<file path="config.mk">
export PLATFORM = sky130hd
export DESIGN_NAME = phase_timer
export DESIGN_NICKNAME = d
export VERILOG_FILES = /design/src/rtl/button_sequence_checker_phase_timer.sv
export SDC_FILE = /design/constraint.sdc
export NUM_CORES = 1
export LEC_CHECK = 0
export BUFFER_PORTS_ARGS = -buffer_cell sky130_fd_sc_hd__buf_2
export CAP_MARGIN = 5
export CORE_AREA = 2 2 39 41
export DETAILED_ROUTE_END_ITERATION = 16
export DIE_AREA = 0 0 41 43
export PLACE_DENSITY = 0.63
export SYNTH_ARGS = -nofsm -noshare
export SYNTH_HDL_FRONTEND = slang
export SYNTH_SLANG_ARGS = --single-unit
</file>
<file path="constraint.sdc">
create_clock -name clk -period 1.5 [get_ports clk]
set_input_delay 0.3 -clock clk [delete_from_list [all_inputs] [get_ports clk]]
set_output_delay 0.3 -clock clk [all_outputs]
set_load 0.01 [all_outputs]
</file>
<file path="src/rtl/button_sequence_checker_phase_timer.sv">
// Loadable down-counter used for both the display timing and the input timeout.
// Ports:
//   clk, rst    clock and asynchronous active-high reset
//   load        load load_value into the counter (takes priority)
//   load_value  value loaded; the phase then lasts load_value+1 enabled cycles
//   enable      count down while high
//   expire      high for the one enabled cycle in which the count is zero
module phase_timer #(
  parameter int WIDTH = 8
) (
  input  logic             clk,
  input  logic             rst,
  input  logic             load,
  input  logic [WIDTH-1:0] load_value,
  input  logic             enable,
  output logic             expire
);

  logic [WIDTH-1:0] count;

  always_ff @(posedge clk or posedge rst) begin
    if (rst) begin
      count <= '0;
    end else if (load) begin
      count <= load_value;
    end else if (enable && (count != '0)) begin
      count <= count - WIDTH'(1);
    end
  end

  // The owner reloads on expiry, so this stays a single-cycle pulse.
  assign expire = enable && (count == '0);

endmodule

</file>
==> impl_metrics.py <==
metrics = {
    "placement": {
        "pre_cts_ws_ns": -0.1331,
        "place_inst": 96,
        "gp_routability_congestion": 0.8396,
        "hpwlAfterDp_um": 845,
        "io_buffers": 12,
    },
    "detailed_routing": {
        "drtIter0Drc": 8,
        "vias": 538,
        "drc_errors": 0,
        "routed_via_density": 5.124,
        "drt-pass1-iter-count": 4,
        "antenna_left": 0,
        "routed_wl_mm": 1.386,
        "wl_per_cell_um": 13.20,
    },
    "timing": {
        "setup_viol": 7,
        "fin_ws_ns": -0.2551,
        "finClkSkew_ns": 0.002463,
        "maxSlewHeadroom_pct": 78.94,
        "slew_violations": 0,
        "period_needed_ns": 1.755,
        "tightest_slew_ns": 0.3159,
        "finalHoldViolCount": 0,
        "rsz0062_at_grt": "yes",
        "fmax_mhz": 569.8,
        "timing.final.crit_share_pct": 117.0,
    },
    "pwr": {
        "switching_share_pct": 31.54,
        "switching_power_mw": 0.2225,
        "vdd_drop_max_mv": 0.4202,
        "power_frac_clock_pct": 22.2,
        "p_per_area_nw_per_um2": 833.0,
        "combPwrFrac_pct": 41.2,
        "seq_power_share_pct": 36.6,
        "p_int_mw": 0.4831,
        "total_power_mw": 0.7056,
        "power.leakage_nw": 0.3741,
    },
    "global_routing": {
        "grt_pass1_wl_mm": 2.201,
        "grt_start_max_net_pins": 18,
        "grt_pass1_vias": 512,
        "grt_remaining_overflow": 0,
        "antenna_found_initial": 0,
        "grt.total_usage_pct": 19.14,
    },
    "worst_setup_path": {
        "worst-path-max-fanout": 2,
        "start_kind": "flop",
        "crit_family": "simple AND/OR/NAND/NOR gates",
        "reg2reg_depth": 6,
        "worstSetupEndpointType": "output pin",
        "cp.depth": 3,
        "max_stage_delay_ns": 0.55,
        "critPathRequiredTime_ns": 1.20,
        "crit_type": "flop to output pin",
        "worstPathCellList": "or4_4 -> nor3_2 -> buf_2",
        "arrival_ns": 1.46,
        "cp_slowest_cell": "or4_4",
        "critPathBufInv": 1,
    },
    "floorplan": {
        "core_um2": 1384,
        "start_util_pct": 36.44,
        "dieHeight_um": 43,
        "ios": 13,
        "die-width_um": 41,
        "die_area_um2": 1763,
        "rows": 14,
    },
    "status": {
        "violations": "negative setup slack",
        "outcome": "finished with violations",
    },
    "cts": {
        "root_buffer": "clkbuf_4",
        "clkLatencyLatePin_ns": 0.25,
        "clkSinkCount": 8,
        "cts_tree": "built",
        "clock_path_buffers": 2,
        "numCtsBuffers": 3,
        "clk_pin_slew_ns": 0.05,
        "cts.htree.levels": 1,
    },
    "finish": {
        "largest_reg_flops": 8,
        "n_antenna_cell": 0,
        "nets": 104,
        "regMostFlops": "count",
        "fillers": 117,
        "multi_input_comb_area_um2": 384.1,
        "ff_latch_area_um2": 200.2,
        "layout.cells.non_filler": 105,
        "largestRegisters": "count (8)",
        "drive_above_1_share_pct": 57.30,
        "syn2layout_area_growth_pct": 67.99,
    },
    "synth": {
        "synth_top_area_share_pct": 39.70,
        "synth_area_leaders": "dfrtp_1, o21ai_0, a21oi_1",
        "netlist_instances": 59,
        "synth_area_per_cell_um2": 8.546,
        "yosys_register_bits": 8,
        "synth-simple-area-share_pct": 24.32,
        "synth-xor-area-share_pct": 1.737,
        "synth_fa_ha_area_share_pct": 2.481,
        "synth_top_family_by_area": "simple AND/OR/NAND/NOR gates",
        "ys_warn_count": 0,
        "netlist.top_cell.by_area": "dfrtp_1",
        "synth-edff-count": 0,
        "yosysSeqAreaShare_pct": 39.70,
        "yosys-top-cells-count": "dfrtp_1, o21ai_0, nand2_1, a21oi_1, inv_1",
        "syn_area_um2": 504.2,
        "synth_flop_cell": "dfrtp_1",
        "synth_mux_area_share_pct": 4.218,
        "syn_nets": 72,
        "synth_compound_area_share_pct": 23.08,
        "synth.distinct_cells": 25,
        "synthArstFlopShare_pct": 100.0,
    },
    "worst_hold_path": {
        "hp-class": "input port to flop",
        "min_path_cells": 3,
    },
    "flow_run": {
        "cap_violations": 0,
    },
}
-- final timing paths --
kind                            slack, ns       end     startpoint
min in group asynchronous            0.51  count[4]            rst
worst min-delay path                 0.26  count[7]  load_value[7]
max in group asynchronous            0.77  count[0]            rst
worst max register to register      -0.22  count[0]       count[5]
worst max-delay path                -0.26    expire       count[5]
worst min register to register       0.57  count[1]       count[1]
-- worst register-to-register path, stage by stage (launching register included) --
cell	delay, ns
dfrtp_1	0.37
or4_4	0.55
buf_4	0.15
buf_6	0.13
o21ai_4	0.20
xnor2_2	0.13
o21ai_1	0.07
-- area by class of cell --
cell class	instances	share of cell area, %
clock buffers	3	2.659
inverters	4	1.773
multi-input cells	45	45.35
flip-flops and latches	8	23.63
well taps	16	2.363
repair buffers	29	24.22
-- what timing repair did --
action,4_1_cts,5_1_grt
resized for setup,13,17
hold buffers,1,0
endpoints found under the hold margin,8,0
buffers inserted,3,2
pin swaps,5,8
endpoints found under the setup margin,8,9
-- power by group through the flow --
stage	Combinational, mW	Sequential [mW]	Clock [mW]
floorplan	0.107	0.266	0
global placement	0.196	0.259	0
detailed placement	0.200	0.259	0
CTS	0.239	0.257	0.163
global route	0.318	0.260	0.181
finish	0.291	0.258	0.156
-- layout by cell type, fill, tap and decap left out, drive strengths merged --
cell	instances
buf	28
or3	2
nor4b	1
nand2	7
nor3	2
xnor2	1
o211ai	1
ha	1
or4b	1
or4	1
o21ai	10
inv	4
a211o	1
nand3	1
nor2	3
dfrtp	8
a21oi	6
dlygate4sd3	1
a211oi	1
mux2i	1
mux2	1
nand3b	2
clkbuf	3
a311oi	1
or3b	1
-- cells by family after synthesis --
kind of cell               after synthesis
xor gates and xnor gates                 1
DFF                                      8
adders and majority gates                1
AOI/OAI and AO/OA                       20
buffers and inverters                    6
muxes                                    2
and+or+nand+nor                         21
-- through the flow --
step	TNS, ns	util (%)	hold WS [ns]	area (um2)
floorplan	-0.1002	-	0.1157	521.8
global placement	-0.3415	48.92	0.2490	676.9
detailed placement	-0.4390	48.92	0.2441	676.9
CTS	-0.7156	55.79	0.2538	772.0
global route	-1.555	61.21	0.2689	847.1
finish	-1.111	61.21	0.2636	847.1
-- metal layers --
metal | global-route usage [%] | wire (um)
met1 | 27.27 | 585
met2 | 28.75 | 746
met3 | 0 | 54
met4 | 10.00 | 0
met5 | 0 | 0
No activity file was read; power rests on OpenSTA's default activity.
